### src/rtl/step_ramp_gen_pkg.sv
// Shared types and default widths for the step ramp generator.
package step_ramp_gen_pkg;

  localparam int unsigned DEF_PERIOD_W = 24;
  localparam int unsigned DEF_STEP_W   = 16;

  typedef enum logic [1:0] {
    ST_IDLE,
    ST_ACCEL,
    ST_CRUISE,
    ST_DECEL
  } state_e;

  typedef enum logic {
    MODE_CONT,
    MODE_COUNTED
  } mode_e;

endpackage

### src/rtl/step_ramp_gen_timer.sv
// Step interval down-counter: load, decrement enable, terminal-count flag.
module step_period_timer
  import step_ramp_gen_pkg::*;
#(
  parameter int unsigned W = DEF_PERIOD_W
) (
  input  logic         clk,
  input  logic         resetb,
  input  logic         load_i,
  input  logic [W-1:0] load_val_i,
  input  logic         dec_i,
  output logic         tc_o
);

  logic [W-1:0] cnt_q;

  // Load has priority; otherwise count down and hold at zero.
  always_ff @(posedge clk) begin
    if (!resetb) begin
      cnt_q <= '0;
    end else if (load_i) begin
      cnt_q <= load_val_i;
    end else if (dec_i && (cnt_q != '0)) begin
      cnt_q <= cnt_q - W'(1);
    end
  end

  assign tc_o = (cnt_q == '0);

endmodule

### src/rtl/step_ramp_gen.sv
// Step strobe generator with linear accel/decel profile, continuous and counted modes.
module step_ramp_gen
  import step_ramp_gen_pkg::*;
#(
  parameter int unsigned PERIOD_W     = DEF_PERIOD_W,
  parameter int unsigned STEP_W       = DEF_STEP_W,
  parameter int unsigned START_PERIOD = 100000,
  parameter int unsigned MIN_PERIOD   = 5000,
  parameter int unsigned RAMP_DEC     = 2000
) (
  input  logic                clk,
  input  logic                resetb,
  input  logic                run,
  input  logic                move_start,
  input  logic [STEP_W-1:0]   move_steps,
  input  logic [PERIOD_W-1:0] target_period,
  output logic                en,
  output logic                busy,
  output logic                move_done,
  output logic [PERIOD_W-1:0] cur_period
);

  localparam logic [PERIOD_W-1:0] START_P = PERIOD_W'(START_PERIOD);
  localparam logic [PERIOD_W-1:0] MIN_P   = PERIOD_W'(MIN_PERIOD);
  localparam logic [PERIOD_W-1:0] RAMP_P  = PERIOD_W'(RAMP_DEC);
  localparam logic [PERIOD_W-1:0] ONE_P   = PERIOD_W'(1);
  localparam logic [STEP_W-1:0]   ONE_S   = STEP_W'(1);

  state_e              state_q, state_d;
  mode_e               mode_q, mode_d;
  logic [PERIOD_W-1:0] cur_period_q, cur_period_d;
  logic [PERIOD_W-1:0] tgt_q, tgt_d;
  logic [STEP_W-1:0]   ramp_q, ramp_d;
  logic [STEP_W-1:0]   steps_q, steps_d;
  logic                en_q, en_d;
  logic                busy_q, busy_d;
  logic                done_q, done_d;
  logic                pend_q, pend_d;

  logic                tmr_tc;
  logic                tmr_load;
  logic [PERIOD_W-1:0] tmr_val;
  logic                step_evt;
  logic                exit_idle;
  logic [PERIOD_W-1:0] tgt_clamp;
  logic [PERIOD_W-1:0] per_sub, per_dn, per_up;
  logic [PERIOD_W:0]   per_sum;

  assign step_evt = (state_q != ST_IDLE) && tmr_tc;

  step_period_timer #(
    .W (PERIOD_W)
  ) u_timer (
    .clk        (clk),
    .resetb     (resetb),
    .load_i     (tmr_load),
    .load_val_i (tmr_val),
    .dec_i      (state_q != ST_IDLE),
    .tc_o       (tmr_tc)
  );

  // Saturating period arithmetic and target clamp.
  always_comb begin
    tgt_clamp = target_period;
    if (target_period < MIN_P) begin
      tgt_clamp = MIN_P;
    end else if (target_period > START_P) begin
      tgt_clamp = START_P;
    end
    per_sub = (cur_period_q > RAMP_P) ? (cur_period_q - RAMP_P) : '0;
    per_dn  = (per_sub < tgt_q) ? tgt_q : per_sub;
    per_sum = {1'b0, cur_period_q} + {1'b0, RAMP_P};
    per_up  = (per_sum > {1'b0, START_P}) ? START_P : per_sum[PERIOD_W-1:0];
  end

  // Profile next-state: step-event updates first, then continuous-mode run overrides.
  always_comb begin
    state_d      = state_q;
    mode_d       = mode_q;
    cur_period_d = cur_period_q;
    tgt_d        = tgt_q;
    ramp_d       = ramp_q;
    steps_d      = steps_q;
    en_d         = 1'b0;
    done_d       = pend_q;
    pend_d       = 1'b0;
    exit_idle    = 1'b0;
    tmr_load     = 1'b0;

    if (state_q == ST_IDLE) begin
      if (move_start) begin
        if (move_steps == '0) begin
          done_d = 1'b1;
        end else begin
          mode_d    = MODE_COUNTED;
          steps_d   = move_steps;
          exit_idle = 1'b1;
        end
      end else if (run) begin
        mode_d    = MODE_CONT;
        exit_idle = 1'b1;
      end
      if (exit_idle) begin
        state_d      = ST_ACCEL;
        cur_period_d = START_P;
        tgt_d        = tgt_clamp;
        ramp_d       = '0;
        tmr_load     = 1'b1;
      end
    end else begin
      if (step_evt) begin
        en_d     = 1'b1;
        tmr_load = 1'b1;
        case (state_q)
          ST_ACCEL: begin
            cur_period_d = per_dn;
            if ((per_dn != cur_period_q) && (ramp_q != '1)) begin
              ramp_d = ramp_q + ONE_S;
            end
            if (per_dn == tgt_q) begin
              state_d = ST_CRUISE;
            end
          end
          ST_DECEL: begin
            cur_period_d = per_up;
            ramp_d       = (ramp_q == '0) ? '0 : (ramp_q - ONE_S);
            if ((mode_q == MODE_CONT) && (ramp_d == '0)) begin
              state_d = ST_IDLE;
            end
          end
          default: ;
        endcase
        if (mode_q == MODE_COUNTED) begin
          steps_d = (steps_q == '0) ? '0 : (steps_q - ONE_S);
          if (steps_d == '0) begin
            state_d = ST_IDLE;
            pend_d  = 1'b1;
          end else if (steps_d <= ramp_d) begin
            state_d = ST_DECEL;
          end
        end
      end
      if ((mode_q == MODE_CONT) && (state_d != ST_IDLE)) begin
        if (!run && ((state_d == ST_ACCEL) || (state_d == ST_CRUISE))) begin
          state_d = (ramp_d == '0) ? ST_IDLE : ST_DECEL;
        end else if (run && (state_d == ST_DECEL)) begin
          state_d = ST_ACCEL;
        end
      end
    end

    busy_d  = (state_d != ST_IDLE);
    tmr_val = (cur_period_d == '0) ? '0 : (cur_period_d - ONE_P);
  end

  // Profile FSM state and registered outputs.
  always_ff @(posedge clk) begin
    if (!resetb) begin
      state_q      <= ST_IDLE;
      mode_q       <= MODE_CONT;
      cur_period_q <= START_P;
      tgt_q        <= START_P;
      ramp_q       <= '0;
      steps_q      <= '0;
      en_q         <= 1'b0;
      busy_q       <= 1'b0;
      done_q       <= 1'b0;
      pend_q       <= 1'b0;
    end else begin
      state_q      <= state_d;
      mode_q       <= mode_d;
      cur_period_q <= cur_period_d;
      tgt_q        <= tgt_d;
      ramp_q       <= ramp_d;
      steps_q      <= steps_d;
      en_q         <= en_d;
      busy_q       <= busy_d;
      done_q       <= done_d;
      pend_q       <= pend_d;
    end
  end

  assign en         = en_q;
  assign busy       = busy_q;
  assign move_done  = done_q;
  assign cur_period = cur_period_q;

endmodule

### config.mk
export PLATFORM = sky130hd
export DESIGN_NAME = step_ramp_gen
export DESIGN_NICKNAME = d
export VERILOG_FILES = /design/src/rtl/step_ramp_gen_pkg.sv /design/src/rtl/step_ramp_gen_timer.sv /design/src/rtl/step_ramp_gen.sv
export SDC_FILE = /design/constraint.sdc
export NUM_CORES = 1
export LEC_CHECK = 0
export ABC_AREA = 0
export CELL_PAD_IN_SITES_DETAIL_PLACEMENT = 0
export CELL_PAD_IN_SITES_GLOBAL_PLACEMENT = 1
export CORE_MARGIN = 4
export CORE_UTILIZATION = 48
export CTS_CLUSTER_DIAMETER = 30
export DETAILED_ROUTE_END_ITERATION = 8
export DONT_BUFFER_PORTS = 1
export PLACE_DENSITY = 0.89
export RECOVER_POWER = 50
export SYNTH_ARGS = -nofsm -noshare
export SYNTH_HDL_FRONTEND = slang
export SYNTH_SLANG_ARGS = --single-unit
### constraint.sdc
create_clock -name clk -period 10.85 [get_ports clk]
set_clock_uncertainty 0.2 [all_clocks]
set_input_delay 2.17 -clock clk [delete_from_list [all_inputs] [get_ports clk]]
set_output_delay 2.17 -clock clk [all_outputs]
set_load 0.005 [all_outputs]
==> results of run 1 <==
metal layers:
| metal | global-route usage [%] | up-vias | routed length (um) |
|---|---|---|---|
| li1 | - | 5972 | - |
| met1 | 43.0 | 6099 | 18100 |
| met2 | 55.2 | 760 | 20800 |
| met3 | 5.81 | 171 | 4050 |
| met4 | 16.5 | 0 | 2680 |
| met5 | 0 | - | 0 |
kinds of logic after synthesis:
group | Yosys count | synth area share (%)
flip-flops | 111 | 19.6
AO/OA/AOI/OAI | 488 | 27.8
multiplexers | 16 | 1.43
buffers and inverters | 173 | 6.24
AND/OR/NAND/NOR | 733 | 32.8
adder cells (fa/ha/maj) | 49 | 5.39
XOR/XNOR | 88 | 6.78
layout by cell type (no fill, tap or decap), types with 8 or more instances in the layout:
master,Yosys,routed
nor4_1,33,33
or4_1,19,19
nor2b_1,8,8
o21ai_0,120,120
xor2_1,31,31
clkbuf_1,91,9
a22oi_1,20,20
o31ai_1,18,18
nand2_1,162,162
nor3_1,74,72
or3_1,26,26
nand3_1,76,76
nor2_1,183,182
and2_1,22,20
a211oi_1,18,18
a21o_1,18,18
nand2b_1,17,17
xnor2_1,57,57
a311oi_1,8,8
ha_1,49,49
dfxtp_1,111,111
inv_1,52,53
buf_4,4,23
o211ai_1,21,21
o22ai_1,17,17
or2_2,9,9
a21oi_1,111,111
nor4b_1,8,8
a31oi_1,38,38
mux2i_1,14,14
nand3b_1,8,8
clkbuf_16,0,9
and3_1,17,17
o2111ai_1,8,8
nand4_1,31,31
area by class of cell:
cell class,count,area (um^2)
diodes,1,2.50
multi-input cells,1374,8450
repair buffers,31,203
fillers,2436,11600
well taps,319,399
flip-flops and latches,111,2220
inverters,54,203
clock buffers,10,229
clock inverters,6,51.3
stage by stage:
| stage | util, % | worst slack, ns | hold slack, ns | power [mW] | area [um^2] |
|---|---|---|---|---|---|
| after floorplan | - | 2.30 | 0.213 | 0.540 | 11400 |
| after global placement | 49.2 | 1.47 | 0.307 | 0.575 | 11500 |
| after detailed placement | 49.2 | 1.14 | 0.309 | 0.578 | 11500 |
| after CTS | 50.4 | 1.10 | 0.320 | 0.920 | 11800 |
| after global routing | 50.2 | 0.174 | 0.348 | 0.952 | 11800 |
| final | 50.3 | 0.813 | 0.318 | 0.917 | 11800 |
power by group:
group | internal [mW] | total (mW) | switching [mW]
Clock | 0.161 | 0.344 | 0.183
Sequential | 0.416 | 0.428 | 0.0123
Combinational | 0.0478 | 0.144 | 0.0962
how the worst min path moves through the flow:
stage,start,endpoint
after floorplan,pend_q,move_done
after global placement,u_timer.cnt_q[11],u_timer.cnt_q[11]
after detailed placement,u_timer.cnt_q[11],u_timer.cnt_q[11]
after CTS,u_timer.cnt_q[11],u_timer.cnt_q[11]
after global routing,u_timer.cnt_q[11],u_timer.cnt_q[11]
final,u_timer.cnt_q[11],u_timer.cnt_q[11]
state kept, by name, indices dropped and copies added (netlist names):
signal,cells
en,1
u_timer.cnt_q,24
tgt_q,24
steps_q,16
cur_period,24
state_q,2
pend_q,1
ramp_q,16
move_done,1
busy,1
mode_q,1
worst min-delay path: cells and delay by family (launching register included):
kind	cells	cell delay [ns]
flops	1	0.32
compound gates	2	0.15
==> impl_metrics.env, run 1 <==
export IMPL_slew_violations=80
export IMPL_fin_nets=1674
export IMPL_worstSetupPathType="register to register"
export IMPL_cp_required_ns=10.94
export IMPL_violations="capacitance limit, slew limit"
export IMPL_status="finished, violations left"
export IMPL_cp_endpoint="state_q[0]"
export IMPL_cts_resized=0
export IMPL_syn_inst=1658
export IMPL_core_area_um2=23400
export IMPL_syn_area_um2=11400
export IMPL_die_w_um=162
export IMPL_crit_path_end_kind="register"
export IMPL_hold_depth=2
export IMPL_ys_seq_elements=111
export IMPL_yosysTopAreaCell="dfxtp_1"
export IMPL_antenna_found_initial=1
export IMPL_reg2reg_setup_slack_ns=0.81
export IMPL_drc=0
export IMPL_vdd_drop_max_mv=0.0610
export IMPL_cp_slowest_cell="nor4_2"
export IMPL_start_util_pct=48.6
export IMPL_grt_pass1_wl_mm=70.0
export IMPL_grt_pass1_vias=11700
export IMPL_fp_dieH_um=162
export IMPL_startpoint_type="register"
export IMPL_root_buffer="clkbuf_16"
export IMPL_fin_crit_ns=10.04
export IMPL_worst_pin_slew_ns=4.07
export IMPL_cp_num_buf_inv=1
export IMPL_max_freq_mhz=99.6
export IMPL_async_flop_share_pct=0
export IMPL_synth_edf_count=0
export IMPL_cts_setup_buffers=0
export IMPL_worst_path_dominant_cell_family="simple AND/OR/NAND/NOR gates"
export IMPL_gp_congestion=1.01
export IMPL_grt_overflow=0
export IMPL_synth_ff_type="dfxtp_1"
export IMPL_maxCapViolCount=1
export IMPL_clkSlewWorstSetupHoldPaths_ns=0.08
export IMPL_hpwl_mm=33.6
export IMPL_ctsHoldBuffers=0
export IMPL_cts_buffers=9
export IMPL_vias=13000
export IMPL_avgViaCountPerCell=6.82
export IMPL_drive_above_1_share_pct=5.11
export IMPL_synth_most_common_cell="nor2_1"
export IMPL_worstSetupPathDepth=34
export IMPL_synth_top_cell_area_share_pct=19.6
export IMPL_crit_arrival_ns=10.13
export IMPL_htree_levels=3
export IMPL_io_buffers=0
export IMPL_yosys_warnings=0
export IMPL_placedCellCount=1889
export IMPL_r2r_cells=34
export IMPL_ios=71
export IMPL_firstDrtPassIters=6
export IMPL_wire_per_inst_um=24.0
export IMPL_row_count=56
export IMPL_seq_area_frac_synth_pct=19.6
export IMPL_powerDensity_nw_per_um2=77.9
export IMPL_syn_mean_instance_area_um2=6.85
export IMPL_cpPeakStageDelay_ns=0.72
export IMPL_insertion_delay_ns=0.37
export IMPL_hp_class="register to register"
export IMPL_yosysUniqueCellTypes=94
export IMPL_fin_crit_sh_pct=92.5
export IMPL_clkSinkCount=111
export IMPL_synthTopCellsByArea="dfxtp_1 20%, nor2_1 6.0%, ha_1 5.4%"
export IMPL_instances_no_fill=1906
export IMPL_cp_max_fo=26
export IMPL_syn_nets=1751
export IMPL_netlist_top_cells_count="183 x nor2_1, 162 x nand2_1, 120 x o21ai_0"
export IMPL_hold_viol_final=0
export IMPL_ant_nets=0
export IMPL_rsz0062_at_grt="no"
export IMPL_p_leak_nw=4.18
export IMPL_drt_initial_drc_count=1670
export IMPL_die_area_um2=26200
export IMPL_cts_tree="yes"
export IMPL_r2r_end="state_q[0]"
export IMPL_r2r_start="cur_period[5]"
export IMPL_setup_viol=0
export IMPL_cts_buffer_depth=2
export IMPL_synthToLayoutAreaGrowth_pct=3.48
export IMPL_wl_mm=45.7
export IMPL_fin_tns_setup_ns=0
export IMPL_slew_limit_headroom_pct=-171
export IMPL_grt_max_degree=80
export IMPL_grt_total_usage_pct=33.7
export IMPL_critical_path_startpoint="cur_period[5]"
Power figures use the tool's default switching activity.
==> inputs of run 2 (changes only) <==
--- a/config.mk
+++ b/config.mk
@@ -6,15 +6,14 @@
 export NUM_CORES = 1
 export LEC_CHECK = 0
 export ABC_AREA = 0
-export CELL_PAD_IN_SITES_DETAIL_PLACEMENT = 0
-export CELL_PAD_IN_SITES_GLOBAL_PLACEMENT = 1
 export CORE_MARGIN = 4
-export CORE_UTILIZATION = 48
+export CORE_UTILIZATION = 52
 export CTS_CLUSTER_DIAMETER = 30
 export DETAILED_ROUTE_END_ITERATION = 8
 export DONT_BUFFER_PORTS = 1
-export PLACE_DENSITY = 0.89
+export PLACE_DENSITY = 0.74
 export RECOVER_POWER = 50
 export SYNTH_ARGS = -nofsm -noshare
 export SYNTH_HDL_FRONTEND = slang
+export SYNTH_HIERARCHICAL = 1
 export SYNTH_SLANG_ARGS = --single-unit
==> run 2 against run 1 <==
The run still ends with capacitance limit, slew limit left; worst setup slack lost 0.047 ns; final area is 1.1% lower; core utilization is 4.7 points higher; combinational power is 100% higher; first-iteration DRC count grew 6.5%; synthesized cell count down 4.5%.
==> impl_metrics.env, run 2 <==
export IMPL_powerDensity_nw_per_um2=93.8
export IMPL_switching_share_pct=35.9
export IMPL_grt_pass1_vias=11600
export IMPL_vias=12700
export IMPL_crit_arrival_ns=10.16
export IMPL_drive_above_1_share_pct=5.94
export IMPL_r2r_cells=35
export IMPL_p_leak_nw=4.06
export IMPL_grt_overflow=0
export IMPL_n_antenna_cell=0
export IMPL_syn_mean_instance_area_um2=7.13
export IMPL_firstDrtPassIters=7
export IMPL_max_freq_mhz=99.2
export IMPL_p_sw_uw=392
export IMPL_syn_inst=1584
export IMPL_fill_cells=2128
export IMPL_synth_ff_type="dfxtp_1"
export IMPL_avgViaCountPerCell=7.11
export IMPL_syn_area_um2=11300
export IMPL_cp_max_fo=18
export IMPL_grt_pass1_wl_mm=65.1
export IMPL_hpwl_mm=30.7
export IMPL_fp_dieH_um=155
export IMPL_hold_depth=2
export IMPL_layout_commonest_cell="nor2_1"
export IMPL_worst_pin_slew_ns=2.89
export IMPL_cts_buffers=9
export IMPL_cp_slowest_cell="clkbuf_1"
export IMPL_synth_xor_area_share_pct=7.42
export IMPL_netlist_top_cells_count="169 x nor2_1, 134 x nand2_1, 128 x o21ai_0"
export IMPL_slew_limit_headroom_pct=-94.8
export IMPL_crit_top_cell="a21o_1"
export IMPL_yosysTopAreaCell="dfxtp_1"
export IMPL_startpoint_type="register"
export IMPL_cts_setup_buffers=0
export IMPL_core_area_um2=21200
export IMPL_synthSimpleGateAreaFrac_pct=29.4
export IMPL_synth_most_common_cell="nor2_1"
export IMPL_clkSlewWorstSetupHoldPaths_ns=0.09
export IMPL_clkPwrFrac_pct=32.4
export IMPL_hp_class="register to register"
export IMPL_ys_seq_elements=111
export IMPL_ios=71
export IMPL_synthToLayoutAreaGrowth_pct=3.03
export IMPL_root_buffer="clkbuf_16"
export IMPL_hold_viol_final=0
export IMPL_async_flop_share_pct=0
export IMPL_crit_path_end_kind="register"
export IMPL_synth_compound_area_share_pct=29.3
export IMPL_drt_initial_drc_count=1779
export IMPL_synth_adder_area_share_pct=5.54
export IMPL_seq_area_frac_synth_pct=19.7
export IMPL_synth_mux_area_share_pct=2.28
export IMPL_synth_top_family_by_area="simple AND/OR/NAND/NOR gates"
export IMPL_intPower_uw=699
export IMPL_grt_total_usage_pct=33.4
export IMPL_wl_mm=41.9
export IMPL_cts_tree="yes"
export IMPL_ant_nets=0
export IMPL_synthTopCellsByArea="dfxtp_1 20%, o21ai_0 5.7%, nor2_1 5.6%"
export IMPL_wire_per_inst_um=23.4
export IMPL_grt_max_degree=48
export IMPL_fin_tns_setup_ns=0
export IMPL_ctsHoldBuffers=0
export IMPL_die_w_um=155
export IMPL_final_cell_mix="168 x nor2_1, 134 x nand2_1, 129 x o21ai_0"
export IMPL_cpPeakStageDelay_ns=0.85
export IMPL_violations="capacitance limit, slew limit"
export IMPL_clkSinkCount=111
export IMPL_cts_buffer_depth=2
export IMPL_start_util_pct=53.4
export IMPL_fin_crit_sh_pct=92.9
export IMPL_setup_viol=0
export IMPL_vdd_drop_max_mv=0.0740
export IMPL_worstSetupPathType="register to register"
export IMPL_total_power_mw=1.09
export IMPL_drc=0
export IMPL_cp_required_ns=10.93
export IMPL_multiInputGateArea_um2=8360
export IMPL_synth_edf_count=0
export IMPL_final_seq_area_um2=2220
export IMPL_fin_nets=1604
export IMPL_pwr_share_comb_pct=26.5
export IMPL_status="finished, violations left"
export IMPL_yosys_warnings=6
export IMPL_cts_resized=0
export IMPL_slew_violations=29
export IMPL_maxCapViolCount=1
export IMPL_insertion_delay_ns=0.37
export IMPL_gp_congestion=1.04
export IMPL_synth_top_cell_area_share_pct=19.7
export IMPL_fin_crit_ns=10.08
export IMPL_io_buffers=0
export IMPL_yosysUniqueCellTypes=99
export IMPL_die_area_um2=24100
export IMPL_row_count=53
export IMPL_syn_nets=1678
export IMPL_pwr_share_seq_pct=41.0
export IMPL_rsz0062_at_grt="no"
export IMPL_antenna_found_initial=0
export IMPL_htree_levels=3
-- run 2: kinds of logic (layout without fill, tap and decap cells) --
logic type | Yosys count | in the layout
flip-flops | 111 | 111
buffers and inverters | 173 | 103
adder cells (fa/ha/maj) | 50 | 50
AO/OA/AOI/OAI | 477 | 477
AND/OR/NAND/NOR | 654 | 655
XOR/XNOR | 94 | 94
multiplexers | 25 | 25
-- run 2: critical path, delay by kind of cell, from the launching register on --
kind / cells / cell delay [ns]
compound gates: 22 / 5.40
flops: 1 / 0.31
fa+ha+maj: 3 / 0.87
buf+inv: 3 / 1.16
simple gates: 7 / 2.04
-- run 2: power by group through the flow --
stage | registers, mW | clock network (mW) | logic, mW
5_1_grt | 0.450 | 0.375 | 0.319
2_1_floorplan | 0.449 | 0 | 0.213
3_3_place_gp | 0.456 | 0 | 0.276
3_5_place_dp | 0.456 | 0 | 0.281
6_report | 0.447 | 0.354 | 0.290
4_1_cts | 0.447 | 0.358 | 0.283
-- run 2: through the flow --
step	instances	hold WS (ns)	area, um^2	util, %	setup slack (ns)
2_1_floorplan	1584	0.213	11300	-	2.04
3_3_place_gp	1773	0.282	11300	53.6	1.18
3_5_place_dp	1773	0.287	11300	53.6	0.917
4_1_cts	1789	0.306	11600	55.0	0.876
5_1_grt	1790	0.328	11600	55.0	0.206
6_report	1790	0.306	11600	55.0	0.765
-- run 2: routing by layer --
metal	GRT usage [%]	up-vias	part of all wire [%]
met5	0	-	0
met4	16.4	0	5.1
met3	5.90	163	9.4
met2	52.8	817	45
met1	43.9	5971	41
li1	-	5774	-
-- run 2: cell type report --
cell class                 instances  area share, %
timing repair buffer              24           1.39
sequential                       111           19.1
clock inverter                     6          0.538
inverter                          63           2.03
clock buffer                      10           2.05
tap                              275           2.96
multi-input combinational       1301           71.9
-- run 2: final timing paths --
kind | start | to | slack [ns]
hold / removal | u_timer/cnt_q[7] | u_timer/cnt_q[7] | 0.31
setup / recovery | cur_period[10] | busy | 0.77
hold reg to reg | u_timer/cnt_q[7] | u_timer/cnt_q[7] | 0.31
setup reg to reg | cur_period[10] | busy | 0.77
